$ cat src/rtl/riscv_pipe_pkg.sv
// Shared pipeline constants and fetch FSM state encoding.
package riscv_pipe_pkg;

   localparam logic [31:0] DEF_NOP_INSTR = 32'h0000_0013;
   localparam logic [31:0] DEF_RESET_PC  = 32'h0000_0000;

   typedef enum logic [1:0] {
      S_REQ  = 2'd0,
      S_WAIT = 2'd1,
      S_HOLD = 2'd2,
      S_DROP = 2'd3
   } fetch_state_t;

endpackage

$ cat src/rtl/if_id_reg.sv
// IF/ID pipeline register: bubble beats load, otherwise contents hold.
module if_id_reg
   import riscv_pipe_pkg::*;
#(
   parameter logic [31:0] NOP_INSTR = DEF_NOP_INSTR
) (
   input  logic        clk,
   input  logic        rst_n,
   input  logic        load,
   input  logic        bubble,
   input  logic [31:0] instr,
   input  logic [31:0] pc,
   output logic [31:0] instr_rd_d,
   output logic [31:0] pc_in_d,
   output logic [31:0] pc_plus4_in_d,
   output logic        valid_d
);

   always_ff @(posedge clk or negedge rst_n) begin
      if (!rst_n) begin
         instr_rd_d    <= NOP_INSTR;
         pc_in_d       <= '0;
         pc_plus4_in_d <= '0;
         valid_d       <= 1'b0;
      end else if (bubble) begin
         instr_rd_d    <= NOP_INSTR;
         pc_in_d       <= '0;
         pc_plus4_in_d <= '0;
         valid_d       <= 1'b0;
      end else if (load) begin
         instr_rd_d    <= instr;
         pc_in_d       <= pc;
         pc_plus4_in_d <= pc + 32'd4;
         valid_d       <= 1'b1;
      end
   end

endmodule

$ cat src/rtl/instr_fetch_stage.sv
// RISC-V fetch stage: PC_F, single-outstanding imem request FSM, hold buffer, IF/ID.
// Optional FETCH_PERF_CNT_EN adds fetch and stall performance counters.
module instr_fetch_stage
   import riscv_pipe_pkg::*;
#(
   parameter logic [31:0] RESET_PC  = DEF_RESET_PC,
   parameter logic [31:0] NOP_INSTR = DEF_NOP_INSTR
) (
   input  logic        clk,
   input  logic        rst_n,
   input  logic        stall_d,
   input  logic        flush_d,
   input  logic        pc_src_e,
   input  logic [31:0] pc_target_e,
   output logic        imem_req_valid,
   input  logic        imem_req_ready,
   output logic [31:0] imem_addr,
   input  logic        imem_rsp_valid,
   input  logic [31:0] imem_rsp_data,
   output logic [31:0] instr_rd_d,
   output logic [31:0] pc_in_d,
   output logic [31:0] pc_plus4_in_d,
   output logic        valid_d
`ifdef FETCH_PERF_CNT_EN
   ,
   output logic [31:0] perf_fetch_cnt,
   output logic [31:0] perf_stall_cnt
`endif
);

   fetch_state_t state, state_nxt;
   logic [31:0]  pc_f, hold_instr, deliver_instr;
   logic         deliver, capture, ifid_load, ifid_bubble;

   assign imem_req_valid = (state == S_REQ) && !pc_src_e;
   assign imem_addr      = pc_f & ~32'h3;

   always_comb begin
      state_nxt     = state;
      deliver       = 1'b0;
      capture       = 1'b0;
      deliver_instr = imem_rsp_data;
      case (state)
         S_REQ:  if (imem_req_valid && imem_req_ready) state_nxt = S_WAIT;
         S_WAIT: begin
            if (imem_rsp_valid) begin
               if (pc_src_e)     state_nxt = S_REQ;
               else if (stall_d) begin
                  capture   = 1'b1;
                  state_nxt = S_HOLD;
               end else begin
                  deliver   = 1'b1;
                  state_nxt = S_REQ;
               end
            end else if (pc_src_e) begin
               state_nxt = S_DROP;
            end
         end
         S_HOLD: begin
            if (pc_src_e) state_nxt = S_REQ;
            else if (!stall_d) begin
               deliver       = 1'b1;
               deliver_instr = hold_instr;
               state_nxt     = S_REQ;
            end
         end
         S_DROP: if (imem_rsp_valid) state_nxt = S_REQ;
         default: state_nxt = S_REQ;
      endcase
   end

   // A delivery squashed by flush_d still advances PC_F; only IF/ID is bubbled.
   assign ifid_bubble = pc_src_e || flush_d || (!stall_d && !deliver);
   assign ifid_load   = deliver;

   always_ff @(posedge clk or negedge rst_n) begin
      if (!rst_n) begin
         state      <= S_REQ;
         pc_f       <= RESET_PC;
         hold_instr <= NOP_INSTR;
      end else begin
         state <= state_nxt;
         if (capture) hold_instr <= imem_rsp_data;
         if (pc_src_e)     pc_f <= pc_target_e & ~32'h3;
         else if (deliver) pc_f <= pc_f + 32'd4;
      end
   end

   if_id_reg #(.NOP_INSTR(NOP_INSTR)) u_if_id (
      .clk           (clk),
      .rst_n         (rst_n),
      .load          (ifid_load),
      .bubble        (ifid_bubble),
      .instr         (deliver_instr),
      .pc            (pc_f),
      .instr_rd_d    (instr_rd_d),
      .pc_in_d       (pc_in_d),
      .pc_plus4_in_d (pc_plus4_in_d),
      .valid_d       (valid_d)
   );

`ifdef FETCH_PERF_CNT_EN
   always_ff @(posedge clk or negedge rst_n) begin
      if (!rst_n) begin
         perf_fetch_cnt <= '0;
         perf_stall_cnt <= '0;
      end else begin
         if (ifid_load && !ifid_bubble) perf_fetch_cnt <= perf_fetch_cnt + 32'd1;
         if (stall_d)                   perf_stall_cnt <= perf_stall_cnt + 32'd1;
      end
   end
`endif

endmodule

$ cat config.mk
export PLATFORM = sky130hd
export DESIGN_NAME = instr_fetch_stage
export DESIGN_NICKNAME = d
export VERILOG_FILES = /design/src/rtl/riscv_pipe_pkg.sv /design/src/rtl/if_id_reg.sv /design/src/rtl/instr_fetch_stage.sv
export SDC_FILE = /design/constraint.sdc
export NUM_CORES = 1
export LEC_CHECK = 0
export ABC_CLOCK_PERIOD_IN_PS = 6070
export BUFFER_PORTS_ARGS = -buffer_cell sky130_fd_sc_hd__buf_2
export CAP_MARGIN = 20
export CORE_MARGIN = 3
export CORE_UTILIZATION = 30
export CTS_CLUSTER_DIAMETER = 100
export DETAILED_ROUTE_END_ITERATION = 8
export GPL_TIMING_DRIVEN = 0
export SKIP_CTS_REPAIR_TIMING = 1
export SLEW_MARGIN = 5
export SYNTH_ARGS = -nofsm -noshare
export SYNTH_HDL_FRONTEND = slang
export SYNTH_HIERARCHICAL = 1
export SYNTH_SLANG_ARGS = --single-unit
$ cat constraint.sdc
create_clock -name clk -period 6.07 [get_ports clk]
set_input_delay 0 -clock clk [delete_from_list [all_inputs] [get_ports clk]]
set_output_delay 0 -clock clk [all_outputs]
set_load 0.01 [all_outputs]
==> results.cfg, run 1 <==
[worst_setup_path]
cp_num_buf_inv = 6
cp_data_arrival_time_ps = 4090
start_kind = flop
worstSetupEndpointType = flop
crit_chain = inv_1, ha_1, a21o_1, clkbuf_1, nand2_1, inv_1, clkbuf_1, clkbuf_1, clkbuf_1, mux2i_1, nor2_1
crit_required_ps = 6350
slowest_delay_ps = 770
critPathMaxFanout = 10
path_class = flop to flop
cp_slowest_cell = clkbuf_1
cpMostUsedCell = clkbuf_1
crit_family = buffers and inverters

[die]
dieHeight_um = 170
rows = 59
core-area_um2 = 26300
io_pins = 201
die_area_um2 = 28900
die_w_um = 170
initial_core_util_pct = 30.7

[final_layout]
syn2layout_area_growth_pct = 33.3
nets = 1121
diodes = 0
drive_above_1_share_pct = 30.4

[power_and_ir_drop]
p_per_area_nw_per_um2 = 294
pwr-share-comb_pct = 21.9
pwr-share-seq_pct = 42.3
switching_share_pct = 30.1
p_sw_mw = 0.952
p_leak_nw = 4.70
power.internal_mw = 2.21
pwr-share-clk_pct = 35.9
total_power_mw = 3.16
vdd.ir_drop.worst_mv = 0.195

[sta]
hold_viol = 0
post-route-period-util_pct = 62.7
fmax_mhz = 263
slew_headroom_pct = 36.5
drv_slew = 0
worst_slew_pin_slew_ps = 953
clock_skew_ps = 10.7
setup_viol = 0
rsz0062_at_grt = no
setup_tns_ps = 0
min_period_ps = 3800

[route]
first_pass_iters = 5
drc = 0
wl_per_cell_um = 18.7
vias_per_cell = 5.10
drtIter0Drc = 610
vias = 7093
wl_um = 26000
ant_nets = 0

[yosys]
synth_top_area_share_pct = 47.4
synth_warnings = 6
seq_area_frac_synth_pct = 49.4
netlist_area_um2 = 8070
async_flop_share_pct = 100
ys_ff_latch = 159
synth_edf_count = 0
ys_types = 60
syn_avg_cell_area_um2 = 10.6
yosysTopAreaCell = dfrtp_1
synth_area_leaders = dfrtp_1 47%, mux2_2 8.9%, mux2i_1 7.1%
yosys_most_used_dff = dfrtp_1
synth_cells = 762

[placement]
gp_congestion = 0.846
numPortBuffers = 195
hpwl_um = 18600

[clocking]
cts_tree = built
clk_pin_slew_worst_paths_ps = 60
htree_levels = 4
clockBufferDepth = 2
cts_sinks = 159
cts_root_buffer = clkbuf_16
clock_latency_ps = 420
cts_buffers = 17

[global_route]
grt_max_degree = 106
grt_overflow = 0
grt_pass1_vias = 6745
grt_pass1_wl_um = 39500
antenna_found_initial = 1
grt.total_usage_pct = 17.6

[status]
status = finished, final reports clean

[worst_hold_path]
hold_class = input pin to flop

[job]
maxCapViolCount = 0
cell usage in the layout (no fill, tap or decap), drive strengths merged, types with 15 or more instances in the layout:
master	instances
dfrtp	153
clkbuf	54
o31ai	17
a31oi	16
buf	214
o21ai	15
nand3	25
dlygate4sd3	63
nand4	19
inv	17
nor2	108
nand2	38
mux2i	57
or4	21
mux2	64
Yosys cell counts, types with 8 or more instances:
cell type    n
dfrtp_1    153
nor2_1     108
mux2_2      64
mux2i_1     57
nand2_1     38
clkbuf_1    33
nand3_1     24
or4_1       20
o31ai_1     17
a31oi_1     16
nand4_1     16
o21ai_0     14
a211oi_1    13
a21oi_1     13
a311oi_1    13
inv_1       13
and4_1      11
xnor2_1     11
and2_1       9
buf_2        9
nor4_1       9
and3_1       8
or3_1        8
power by group through the flow:
stage,logic [mW],registers [mW],clock network [mW]
final,0.693,1.34,1.13
after global routing,0.767,1.36,1.21
after CTS,0.668,1.34,1.17
after detailed placement,0.666,1.36,0
after global placement,0.653,1.35,0
after floorplan,0.446,1.33,0
metrics by stage:
stage | std cells | hold WS [ps] | util [%] | setup WS (ps) | instance area [um^2]
6_report | 1391 | 2.77 | 40.9 | 2270 | 10800
5_1_grt | 1391 | 34.1 | 40.9 | 1960 | 10800
4_1_cts | 1328 | -500 | 38.5 | 2260 | 10100
3_5_place_dp | 1296 | -39.8 | 36.2 | 2290 | 9520
3_3_place_gp | 1295 | 216 | 36.1 | 2250 | 9480
2_1_floorplan | 765 | -296 | - | 3320 | 8080
layer usage:
| metal | part of all wire [%] | GRT usage, % | routed length (um) |
|---|---|---|---|
| met1 | 46 | 24.6 | 12100 |
| met2 | 46 | 27.4 | 11900 |
| met3 | 6.3 | 4.51 | 1640 |
| met4 | 1.7 | 4.55 | 446 |
| met5 | 0.027 | 0 | 7 |
sequential cells by signal, summed over array words and instances, names as in the netlist:
signal	cells
u_if_id/instr_rd_d	32
pc_f	30
u_if_id/valid_d	1
u_if_id/pc_in_d	32
state	2
u_if_id/pc_plus4_in_d	30
hold_instr	32
worst reg2reg max path, delay by kind of cell (launching register included):
kind / cells / cell delay [ps]
fa+ha+maj: 1 / 280
simple gates: 2 / 210
buf+inv: 6 / 2340
compound gates: 1 / 140
flops: 1 / 410
mux: 1 / 270
final timing paths:
kind | cells past startpoint | slack [ps] | from | endpoint
setup / recovery | 11 | 2270 | state[1]$_DFFE_PN0P_ | u_if_id/pc_in_d[7]$_DFFE_PN0P_
hold / removal | 4 | 3 | imem_rsp_valid | state[0]$_DFFE_PN0P_
setup reg to reg | 11 | 2270 | state[1]$_DFFE_PN0P_ | u_if_id/pc_in_d[7]$_DFFE_PN0P_
hold reg to reg | 1 | 500 | hold_instr[7]$_DFFE_PN0P_ | hold_instr[7]$_DFFE_PN0P_
max in group asynchronous | 3 | 5070 | rst_n | u_if_id/pc_in_d[10]$_DFFE_PN0P_
min in group asynchronous | 2 | 80 | rst_n | hold_instr[9]$_DFFE_PN0P_
cell families (layout without fill, tap and decap cells):
| family | count (synthesis) | in the layout | share of synthesized area (%) |
|---|---|---|---|
| AO/OA/AOI/OAI | 109 | 109 | 9.44 |
| adder cells (fa/ha/maj) | 7 | 7 | 1.09 |
| XOR/XNOR | 18 | 18 | 1.95 |
| AND/OR/NAND/NOR | 279 | 279 | 18.3 |
| flip-flops | 159 | 159 | 49.4 |
| multiplexers | 121 | 121 | 16.0 |
| buffers and inverters | 68 | 359 | 3.80 |
| other | 1 | 4 | 0.0465 |
cell type report:
cell class              count  area (um^2)
inverters                  15         56.3
well taps                 335          419
multi-input cells         538         3790
clock inverters            11          154
repair buffers            259         1640
clock buffers              21          460
flip-flops and latches    159         3990
fillers                  2638        15500
plain buffers              53          250
Power figures use the tool's default switching activity.
==> run 2, diff against run 1 <==
Settings changed: ABC_CLOCK_PERIOD_IN_PS 6070 to 3200.
Clock period 6.07 ns to 3.2 ns, I/O delays scaled along.
==> run 2 against run 1 <==
  * Critical path depth fell by 1
  * First-iteration DRC count fell by 9.3%
  * Die area did not move
  * Routed wire length rose by 0.47%
  * Sequential power rose by 90%
  * Via count barely moved
  * Sequential cell count did not move
  * Core utilization rose by 0.052 points
  * Critical path type unchanged
  * Largest power group unchanged
==> results.cfg, run 2 (synthesis gave the netlist of run 1 again) <==
[status]
status = finished, final reports clean

[final_layout]
multi_input_area_um2 = 3790
largest_registers = hold_instr (32), u_if_id/instr_rd_d (32), u_if_id/pc_in_d (32)
fin_util_pct = 41.0
seqCellArea_um2 = 3990
syn2layout_area_growth_pct = 33.5
nets = 1120
final_common_cell = buf_2
diodes = 0
n_fill_cell = 2634
final_area_um2 = 10800
mostFrequentLayoutCells = 204 x buf_2, 153 x dfrtp_1, 108 x nor2_1, 64 x mux2_2, 63 x dlygate4sd3_1
drive_above_1_share_pct = 31.2

[route]
wl_um = 26100
vias_per_cell = 5.10
first_pass_iters = 5
wl_per_cell_um = 18.8
ant_nets = 0
drc = 0
vias = 7091
drtIter0Drc = 553

[worst_setup_path]
critPathMaxFanout = 13
path_class = flop to flop
cp_data_arrival_time_ps = 3300
worstSetupEndpointType = flop
start_kind = flop
crit_required_ps = 3490

[clocking]
clk_pin_slew_worst_paths_ps = 70
htree_levels = 4
cts_tree = built
cts_root_buffer = clkbuf_16
cts_sinks = 159
clockBufferDepth = 2
clock_latency_ps = 430
cts_buffers = 17

[placement]
gp_congestion = 0.846
hpwl_um = 18600
place_ws_ps = -581
placed_cell_area_um2 = 9520
numPortBuffers = 195

[sta]
clock_skew_ps = 11.5
worst_slew_pin_slew_ps = 920
min_period_ps = 3000
post-route-period-util_pct = 93.8
setup_ws_ps = 197
slew_headroom_pct = 38.5
setup_viol = 0
setup_tns_ps = 0
hold_viol = 0
drv_slew = 0
fmax_mhz = 333
hold_ws_ps = 2.36
rsz0062_at_grt = no

[die]
initial_core_util_pct = 30.7
core-area_um2 = 26300
die_area_um2 = 28900
dieHeight_um = 170
die_w_um = 170
rows = 59
io_pins = 201

[power_and_ir_drop]
p_per_area_nw_per_um2 = 558
vdd.ir_drop.worst_mv = 0.371
p_leak_nw = 4.71

[global_route]
grt_max_degree = 106
grt_pass1_vias = 6745
grt_overflow = 0
grt_pass1_wl_um = 39500
grt.total_usage_pct = 17.6
antenna_found_initial = 1

[job]
maxCapViolCount = 0

[worst_hold_path]
hold_class = input pin to flop
## run 2: changes by cell type in the layout (fill, tap and decap cells not counted), sizes merged
cell      delta
clkinvlp     +2
buf          +1
inv          -1
clkbuf       -2
clkinv       -1
## run 2: final timing paths
path | from | end | slack (ps) | cells past startpoint
hold reg to reg | hold_instr[7]$_DFFE_PN0P_ | hold_instr[7]$_DFFE_PN0P_ | 500 | 1
setup reg to reg | state[1]$_DFFE_PN0P_ | u_if_id/instr_rd_d[8]$_DFFE_PN0P_ | 200 | 10
max in group asynchronous | rst_n | u_if_id/pc_in_d[10]$_DFFE_PN0P_ | 2190 | 3
min in group asynchronous | rst_n | hold_instr[9]$_DFFE_PN0P_ | 80 | 2
setup / recovery | state[1]$_DFFE_PN0P_ | u_if_id/instr_rd_d[8]$_DFFE_PN0P_ | 200 | 10
hold / removal | imem_rsp_valid | state[0]$_DFFE_PN0P_ | 2 | 4
## run 2: per-stage QoR
stage          std cells  total power, mW
4_1_cts             1328             6.03
3_3_place_gp        1295             3.79
3_5_place_dp        1296             3.84
5_1_grt             1390             6.33
2_1_floorplan        765             3.36
6_report            1390             6.01
## run 2: per-layer routing
metal	GRT usage [%]	share of wire [%]
met1	24.6	47
met2	27.4	46
met3	4.51	6.2
met4	4.55	1.6
met5	0	0.027
## run 2: critical path, stage by stage (launching register included)
cell        delay, ps
dfrtp_1           410
inv_1             130
ha_1              280
a21o_1            140
clkbuf_1          360
nand2_1           200
clkinvlp_4        310
clkbuf_2          320
buf_2             390
mux2i_1           250
nor2_1             60
## run 2: cell type report
cell class | instances | area share [%]
flip-flops and latches | 159 | 37.0
clock buffers | 21 | 4.27
multi-input cells | 538 | 35.2
inverters | 15 | 0.592
well taps | 335 | 3.89
plain buffers | 52 | 2.38
repair buffers | 259 | 15.3
clock inverters | 11 | 1.43
## run 2: report_power, final
part / total (mW) / switching (mW) / leakage, nW / internal (mW)
logic: 1.32 / 0.696 / 2.35 / 0.623
registers: 2.54 / 0.241 / 2.07 / 2.30
clock network: 2.16 / 0.878 / 0.288 / 1.28
